<file path="config.mk">
export PLATFORM = sky130hd
export DESIGN_NAME = imm_ext_pipe
export DESIGN_NICKNAME = d
export VERILOG_FILES = /design/src/rtl/imm_ext_pipe_pkg.sv /design/src/rtl/imm_ext_core.sv /design/src/rtl/imm_ext_pipe.sv
export SDC_FILE = /design/constraint.sdc
export NUM_CORES = 1
export LEC_CHECK = 0
export ABC_AREA = 1
export CAP_MARGIN = 20
export CORE_MARGIN = 2
export CORE_UTILIZATION = 55
export DETAILED_ROUTE_END_ITERATION = 8
export PLACE_DENSITY = 0.92
export SYNTH_ARGS = -nofsm -noshare
export SYNTH_HDL_FRONTEND = slang
export SYNTH_HIERARCHICAL = 1
export SYNTH_SLANG_ARGS = --single-unit
</file>
<file path="constraint.sdc">
create_clock -name clk -period 9.5 [get_ports clk]
set_clock_uncertainty 0.05 [all_clocks]
set_input_delay 1.9 -clock clk [delete_from_list [all_inputs] [get_ports clk]]
set_output_delay 1.9 -clock clk [all_outputs]
set_load 0.03 [all_outputs]
</file>
<file path="src/rtl/imm_ext_pipe_pkg.sv">
// imm_ext_pipe_pkg: shared types for the immediate-extension stage.
// The im_ext_t encoding is the same whether or not IMM_EXT_ZIMM_EN is defined.
package imm_ext_pipe_pkg;
  typedef logic [63:0] u64;
  typedef logic [19:0] u20;
  localparam int IMM_RAW_W = 20;
  localparam int IMM_TAG_MAX = 8;
  typedef enum logic [3:0] {
    EXT_NULL  = 4'd0,
    EXT_ADDI  = 4'd1,
    EXT_SD    = 4'd2,
    EXT_LUI   = 4'd3,
    EXT_JAL   = 4'd4,
    EXT_BEQ   = 4'd5,
    EXT_SHAMT = 4'd6,
    EXT_ZIMM  = 4'd7
  } im_ext_t;
  typedef enum logic [1:0] {CNT_EMPTY = 2'd0, CNT_ONE = 2'd1, CNT_FULL = 2'd2} cnt_t;
  typedef struct packed {
    u64                     imm;
    logic [IMM_TAG_MAX-1:0] tag;
    logic                   fmt_err;
  } imm_beat_t;
endpackage

</file>
<file path="src/rtl/imm_ext_core.sv">
// imm_ext_core: combinational immediate extension of a raw field per format.
// EXT_ZIMM is decoded only when IMM_EXT_ZIMM_EN is defined.
module imm_ext_core
  import imm_ext_pipe_pkg::*;
#(
  parameter int XLEN  = 64,
  parameter int RAW_W = IMM_RAW_W
) (
  input  logic [RAW_W-1:0] i_raw,
  input  im_ext_t          i_fmt,
  output logic [XLEN-1:0]  o_imm,
  output logic             o_fmt_err
);
  localparam int S = $clog2(XLEN);
  logic [11:0] w_shamt_hi;
  assign w_shamt_hi = i_raw[11:0] >> S;
  always_comb begin
    o_imm = '0;
    o_fmt_err = 1'b0;
    case (i_fmt)
      EXT_NULL: o_imm = '0;
      EXT_ADDI, EXT_SD: o_imm = XLEN'($signed(i_raw[11:0]));
      EXT_LUI: o_imm = XLEN'($signed({i_raw[19:0], 12'b0}));
      EXT_JAL: o_imm = XLEN'($signed({i_raw[19:0], 1'b0}));
      EXT_BEQ: o_imm = XLEN'($signed({i_raw[11:0], 1'b0}));
      EXT_SHAMT: begin
        o_imm = XLEN'(i_raw[S-1:0]);
        o_fmt_err = |w_shamt_hi;
      end
`ifdef IMM_EXT_ZIMM_EN
      EXT_ZIMM: o_imm = XLEN'(i_raw[4:0]);
`endif
      default: o_fmt_err = 1'b1;
    endcase
  end
endmodule

</file>
<file path="src/rtl/imm_ext_pipe.sv">
// imm_ext_pipe: registered immediate extension with a 2-entry skid FIFO and flush.
// Optional macro IMM_EXT_ZIMM_EN enables the EXT_ZIMM format in imm_ext_core.
module imm_ext_pipe
  import imm_ext_pipe_pkg::*;
#(
  parameter int XLEN  = 64,
  parameter int RAW_W = IMM_RAW_W,
  parameter int TAG_W = 5
) (
  input  logic             clk,
  input  logic             reset,
  input  logic             flush,
  input  logic             in_valid,
  output logic             in_ready,
  input  logic [RAW_W-1:0] in_raw,
  input  im_ext_t          in_fmt,
  input  logic [TAG_W-1:0] in_tag,
  output logic             out_valid,
  input  logic             out_ready,
  output logic [XLEN-1:0]  out_imm,
  output logic [TAG_W-1:0] out_tag,
  output logic             out_fmt_err
);
  logic [XLEN-1:0] w_imm;
  logic w_err, w_push, w_pop;
  cnt_t r_cnt, w_cnt_nxt;
  logic r_in_ready, r_wptr, r_rptr;
  imm_beat_t r_mem [2];
  imm_beat_t w_head;
  imm_ext_core #(.XLEN(XLEN), .RAW_W(RAW_W)) u_core (
    .i_raw(in_raw),
    .i_fmt(in_fmt),
    .o_imm(w_imm),
    .o_fmt_err(w_err)
  );
  assign in_ready = r_in_ready;
  assign out_valid = r_cnt != CNT_EMPTY;
  assign w_push = in_valid & r_in_ready;
  assign w_pop = out_valid & out_ready;
  assign w_head = r_mem[r_rptr];
  assign out_imm = out_valid ? w_head.imm[XLEN-1:0] : '0;
  assign out_tag = out_valid ? w_head.tag[TAG_W-1:0] : '0;
  assign out_fmt_err = out_valid & w_head.fmt_err;
  always_comb begin
    w_cnt_nxt = r_cnt;
    w_cnt_nxt = flush ? CNT_EMPTY
              : (w_push && !w_pop) ? (r_cnt == CNT_EMPTY ? CNT_ONE : CNT_FULL)
              : (!w_push && w_pop) ? (r_cnt == CNT_FULL ? CNT_ONE : CNT_EMPTY)
              : r_cnt;
  end
  always_ff @(posedge clk) begin
    if (!reset) begin
      r_cnt <= CNT_EMPTY;
      r_in_ready <= 1'b0;
      r_wptr <= 1'b0;
      r_rptr <= 1'b0;
    end else begin
      r_cnt <= w_cnt_nxt;
      r_in_ready <= w_cnt_nxt != CNT_FULL;
      r_wptr <= flush ? 1'b0 : r_wptr ^ w_push;
      r_rptr <= flush ? 1'b0 : r_rptr ^ w_pop;
    end
  end
  // Payload storage is deliberately left uncleared; outputs are masked by out_valid.
  always_ff @(posedge clk) begin
    if (reset && !flush && w_push)
      r_mem[r_wptr] <= '{imm: u64'(w_imm), tag: IMM_TAG_MAX'(in_tag), fmt_err: w_err};
  end
endmodule

</file>
==> out/qor.yml, run 1 <==
status: "finished, final reports clean"
fp.dieArea_mm2: 0.0123
clock.fmax_mhz: 222
rows: 39
grt_first_pass_wirelength_um: 20100
grt_max_degree: 73
reg2reg_slack_ns: 7.39
r2r_end: "r_mem[1][65]$_DFFE_PP_"
die_h_um: 111
period_needed_ns: 4.51
avgSynthCellArea_um2: 11.3
wl_per_cell_um: 16.5
setup.worst_path.class: "flop to output pin"
clk_pin_slew_worst_paths_ns: 0.06
hold_violations: 0
synth_cell_types: 23
leakage_nw: 2.77
holdPathEnd: "r_wptr$_SDFF_PP0_"
worstHoldStart: "r_wptr$_SDFF_PP0_"
fin_area_mm2: 0.00771
wl_met1_um: 5350
cp_max_fo: 72
crit_arrival_ns: 2.56
core_mm2: 0.0113
first_iter_violations: 377
cts_resized: 0
cts_tree: "done"
gr-total-overflow: 0
end_kind: "output pin"
dr_wl_met2_um: 6650
min_path_cells: 2
crit_required_ns: 7.55
antenna_left: 0
tns_ns: 0
grt_pass1_vias: 3966
final_nets: 656
synth_area_leaders: "edfxtp_1 67%, nand2_1 10%, a21oi_1 5.8%, buf_4 3.9%, nand3_1 2.9%"
setup_viol: 0
areaGrowthSynthToFinish_pct: 22.6
rr_startpoint: "in_ready$_SDFF_PN0_"
drc: 0
synth_top_cell_area_share_pct: 66.9
async_reset_ff_share_pct: 0
synth_edf_count: 140
yosysMostFrequentCell: "nand2_1"
via_per_inst: 5.39
cts.sinks: 145
synthTopCellsByCount: "173 x nand2_1, 140 x edfxtp_1, 73 x a21oi_1"
start_util_pct: 55.8
io_pins: 106
antenna_found_initial: 0
hold_class: "flop to flop"
critPathLaunchType: "flop"
r2r_cells: 3
cts_setup_buffers: 0
port_buffers: 105
die-width_um: 111
multi_input_area_mm2: 0.00147
antennaDiodeCount: 0
cap_violations: 0
tightest_slew_ns: 0.976
highest_layer: "met4"
placed_cell_area_mm2: 0.00714
syn_inst: 555
cts_buffers: 17
powerDensity_mw_per_mm2: 189
routed_wl_um: 12900
ys_ff_latch: 145
gp_congestion: 0.892
cts_max_level: 4
hpwlAfterDp_um: 7670
synth-main-ff-cell: "edfxtp_1"
syn_nets: 589
peakVddDrop_v: 0.000122
drv_slew: 0
ys_seq_area_share_pct: 68.4
regArea_mm2: 0.00431
clock_path_buffers: 2
clock_latency_ns: 0.40
finalCritPeriodShare_pct: 47.4
cp_slowest_cell: "clkinv_2"
ctsHoldBuffers: 0
worstPathCellList: "clkinv_2, nand2_1, a21oi_1, clkdlybuf4s50_1"
rsz0062_at_grt: "no"
drive_gt1_share_pct: 8.35
root_buffer: "clkbuf_16"
fill_cells: 815
dr.pass1.iters: 6
cpPeakStageDelay_ns: 0.72
track_usage_pct: 20.8
syn-cell-area_mm2: 0.00629
yosysWarnings: 6
vias: 4194
max_slew_margin_pct: 34.9
wl_met3_um: 690
synth_top_cell_by_area: "edfxtp_1"
==> stage by stage <==
step,worst slack [ns],hold slack (ns),std cells,util [%],total power [mW]
floorplan,1.98,0.394,555,-,0.804
global placement,5.15,0.412,746,63.3,0.833
detailed placement,5.00,0.410,746,63.3,0.836
CTS,4.96,0.418,778,68.4,1.47
global route,4.80,0.454,778,68.4,1.50
finish,4.99,0.418,778,68.4,1.46
==> sequential cells by signal, indices dropped and copies added, names as in the netlist <==
name      count
in_ready      1
r_rptr        1
r_cnt         2
r_wptr        1
r_mem       140
==> cells in the final DEF (no fill, tap or decap), types with 3 or more instances in the layout <==
master	n
a21oi_1	73
buf_4	6
clkbuf_16	17
clkdlybuf4s50_1	105
clkinv_2	3
clkinv_4	3
clkinvlp_4	4
dfxtp_1	4
edfxtp_1	140
inv_1	14
inv_2	7
nand2_1	173
nand3_1	36
nand4_1	20
nor2_1	5
o21ai_1	3
o22ai_1	4
==> critical path, delay by kind of cell, from the launching register on <==
family          cells  cell delay (ns)
compound gates      1             0.14
buf+inv             2             1.36
simple gates        1             0.31
flops               1             0.33
==> cells by family after synthesis <==
group | after synthesis | share of synthesized area [%]
flip-flops | 145 | 68.4
buffers and inverters | 85 | 8.36
AND/OR/NAND/NOR | 242 | 16.4
AO/OA/AOI/OAI | 83 | 6.78
==> per-layer routing <==
| metal | up-vias | track usage, % |
|---|---|---|
| met2 | 145 | 33.8 |
| li1 | 2046 | - |
| met4 | 0 | 7.33 |
| met1 | 1987 | 27.2 |
| met5 | - | 0 |
| met3 | 16 | 5.80 |
==> power by group <==
part / internal [mW] / leakage, nW / switching [mW]
Clock: 0.386 / 0.267 / 0.246
Combinational: 0.0384 / 1.22 / 0.0670
Sequential: 0.715 / 1.28 / 0.00272
Total: 1.14 / 2.77 / 0.316
==> how the worst max path moves through the flow <==
stage | from | to | slack (ns) | cells after the start
after floorplan | reset | r_mem[1][0]$_DFFE_PP_ | 1.98 | 4
after global placement | in_fmt[3] | r_mem[0][61]$_DFFE_PP_ | 5.15 | 6
after detailed placement | in_fmt[3] | r_mem[1][66]$_DFFE_PP_ | 5.00 | 6
after CTS | r_rptr$_SDFF_PP0_ | out_imm[9] | 4.96 | 4
after global routing | r_cnt[0]$_SDFF_PN0_ | out_imm[13] | 4.80 | 6
final | r_rptr$_SDFF_PP0_ | out_imm[9] | 4.99 | 4
==> cell type report <==
| class | count | share of cell area, % |
|---|---|---|
| sequential | 145 | 55.9 |
| multi-input combinational | 325 | 19.1 |
| tap | 143 | 2.32 |
| clock inverter | 13 | 1.80 |
| inverter | 22 | 1.09 |
| timing repair buffer | 111 | 14.2 |
| clock buffer | 19 | 5.62 |
(Power assumes the default switching activity.)
==> run 2: changes to the inputs <==
CORE_UTILIZATION = 49   (was 55)
PLACE_DENSITY = 0.87   (was 0.92)
clock period = 3.65 ns   (was 9.5 ns; I/O delays follow)
==> run 2 against run 1 <==
  * Cell count is 4.4% higher
  * Critical path depth is the same
  * Count of clock-buffer cells in the layout down 1
  * Non-clock buffer count increased by 5
  * Setup slack got worse by 4.6 ns
  * Critical path type unchanged
  * Largest cell class unchanged
==> out/qor.yml, run 2 (synthesis gave the netlist of run 1 again) <==
status: "finished, final reports clean"
final_common_cell: "nand2_1"
cts_max_level: 4  # unchanged
leakage_nw: 2.81  # +1.4%
peakVddDrop_v: 0.000289  # +140%
areaGrowthSynthToFinish_pct: 23.9
port_buffers: 105  # unchanged
cts_resized: 0  # unchanged
hold_class: "flop to flop"
setup_viol: 0  # unchanged
pre_cts_ws_ns: 0.531  # -4.47 ns
worst_slack_ns: 0.404  # -4.59 ns
cpPeakStageDelay_ns: 0.73  # about the same
final_nets: 661  # +0.76%
grt_busiest_layer: "met2"
powerDensity_mw_per_mm2: 482  # +160%
vias: 4232  # +0.91%
drc: 0  # unchanged
crit_family: "buffers and inverters"
met1_usage_pct: 22.8  # -4.4 points
gr-total-overflow: 0  # unchanged
cts_setup_buffers: 0  # unchanged
utilization_pct: 62.0  # -6.4 points
die-width_um: 117  # +5.7%
root_buffer: "clkbuf_16"
hpwlAfterDp_um: 7640  # -0.37%
tightest_slew_ns: 0.720  # -0.256 ns
grt_max_degree: 71  # -2.7%
cts_tree: "done"
crit_required_ns: 2.87  # -4.68 ns
worstPathCellList: "buf_4, nand2_1, a21oi_1, clkdlybuf4s50_1"
finalCritPeriodShare_pct: 88.9
start_util_pct: 50.0  # -5.8 points
period_needed_ns: 3.25
antennaDiodeCount: 0  # unchanged
via_per_inst: 5.21  # -3.3%
gp_congestion: 0.925  # +3.7%
worst-path-buf-inv: 2  # unchanged
antenna_found_initial: 0  # unchanged
cts.sinks: 145  # unchanged
dp.cells: 780  # +4.6%
crit_arrival_ns: 2.47  # -0.09 ns
grt_pass1_vias: 3949  # -0.43%
dr.pass1.iters: 5  # -1
max_slew_margin_pct: 52.0  # +17 points
clk_pin_slew_worst_paths_ns: 0.06  # about the same
drive_gt1_share_pct: 9.38  # +1.0 points
io_pins: 106  # unchanged
end_kind: "output pin"
mostFrequentLayoutCells: "173 x nand2_1, 140 x edfxtp_1, 105 x clkdlybuf4s50_1"
clock_path_buffers: 2  # unchanged
holdWs_ns: 0.420  # +0.00233 ns
routed_wl_um: 12300  # -4.8%
critPathLaunchType: "flop"
largest_reg_flops: 140  # unchanged
antenna_left: 0  # unchanged
drv_slew: 0  # unchanged
reg_top3: "r_mem (140), r_cnt (2)"
core_mm2: 0.0126  # +11%
ctsHoldBuffers: 0  # unchanged
cap_violations: 0  # unchanged
cts_buffers: 17  # unchanged
clock_latency_ns: 0.41  # about the same
grtUsageMet3_pct: 4.94  # -0.85 points
first_iter_violations: 445  # +18%
die_h_um: 117  # +5.7%
setup.worst_path.class: "flop to output pin"
track_usage_pct: 18.6  # -2.2 points
fp.dieArea_mm2: 0.0138  # +12%
cp_slowest_cell: "clkdlybuf4s50_1"
grt_first_pass_wirelength_um: 19000  # -5.1%
wl_per_cell_um: 15.1  # -8.8%
cp_max_fo: 70  # -2.8%
regMostFlops: "r_mem"
clock.fmax_mhz: 308
tns_ns: 0  # unchanged
fin_cells: 812  # +4.4%
rsz0062_at_grt: "no"
hold_violations: 0  # unchanged
rows: 41  # +5.1%
grt_util_met2_pct: 31.3  # -2.6 points
-- run 2: cell count changes in the layout (fill, tap and decap cells not counted), sizes merged --
| cell | before | now |
|---|---|---|
| clkinvlp | 4 | 2 |
| bufinv | 2 | 1 |
| inv | 22 | 24 |
| buf | 6 | 11 |
| clkbuf | 19 | 18 |
| clkinv | 7 | 9 |
-- run 2: where the power goes --
| group | leakage, nW | total (mW) | switching [mW] | internal (mW) |
|---|---|---|---|---|
| Sequential | 1.28 | 1.87 | 0.00641 | 1.86 |
| Clock | 0.271 | 1.61 | 0.666 | 0.945 |
| Combinational | 1.25 | 0.276 | 0.174 | 0.102 |
-- run 2: layout make-up --
type	count	area, um2
Sequential cell	145	4310
Clock inverter	14	134
Timing Repair Buffer	116	1150
Tap cell	172	215
Multi-Input combinational cell	325	1480
Clock buffer	18	429
Fill cell	965	4780
Inverter	22	83.8
-- run 2: worst paths after layout --
check	from	to	slack, ns	depth (start not counted)
worst max register to register	in_ready$_SDFF_PN0_	r_mem[0][21]$_DFFE_PP_	1.86	5
worst max-delay path	r_rptr$_SDFF_PP0_	out_imm[12]	0.40	4
worst min-delay path	r_wptr$_SDFF_PP0_	r_wptr$_SDFF_PP0_	0.42	2
worst min register to register	r_wptr$_SDFF_PP0_	r_wptr$_SDFF_PP0_	0.42	2
-- run 2: worst min-delay path: cells and delay by family, from the launching register on --
family / cells / cell delay (ns)
DFF: 1 / 0.31
AOI/OAI and AO/OA: 1 / 0.05
and+or+nand+nor: 1 / 0.06
-- run 2: per-layer routing --
layer / vias up / wire, um
met1: 1986 / 5060
met4: 0 / 212
met3: 19 / 753
li1: 2057 / -
met2: 170 / 6220
met5: - / 0
-- run 2: metrics by stage --
| stage | instance area [um2] | total power [mW] |
|---|---|---|
| floorplan | 6300 | 2.09 |
| global placement | 7230 | 2.17 |
| detailed placement | 7230 | 2.18 |
| CTS | 7790 | 3.78 |
| global route | 7790 | 3.87 |
| finish | 7790 | 3.75 |
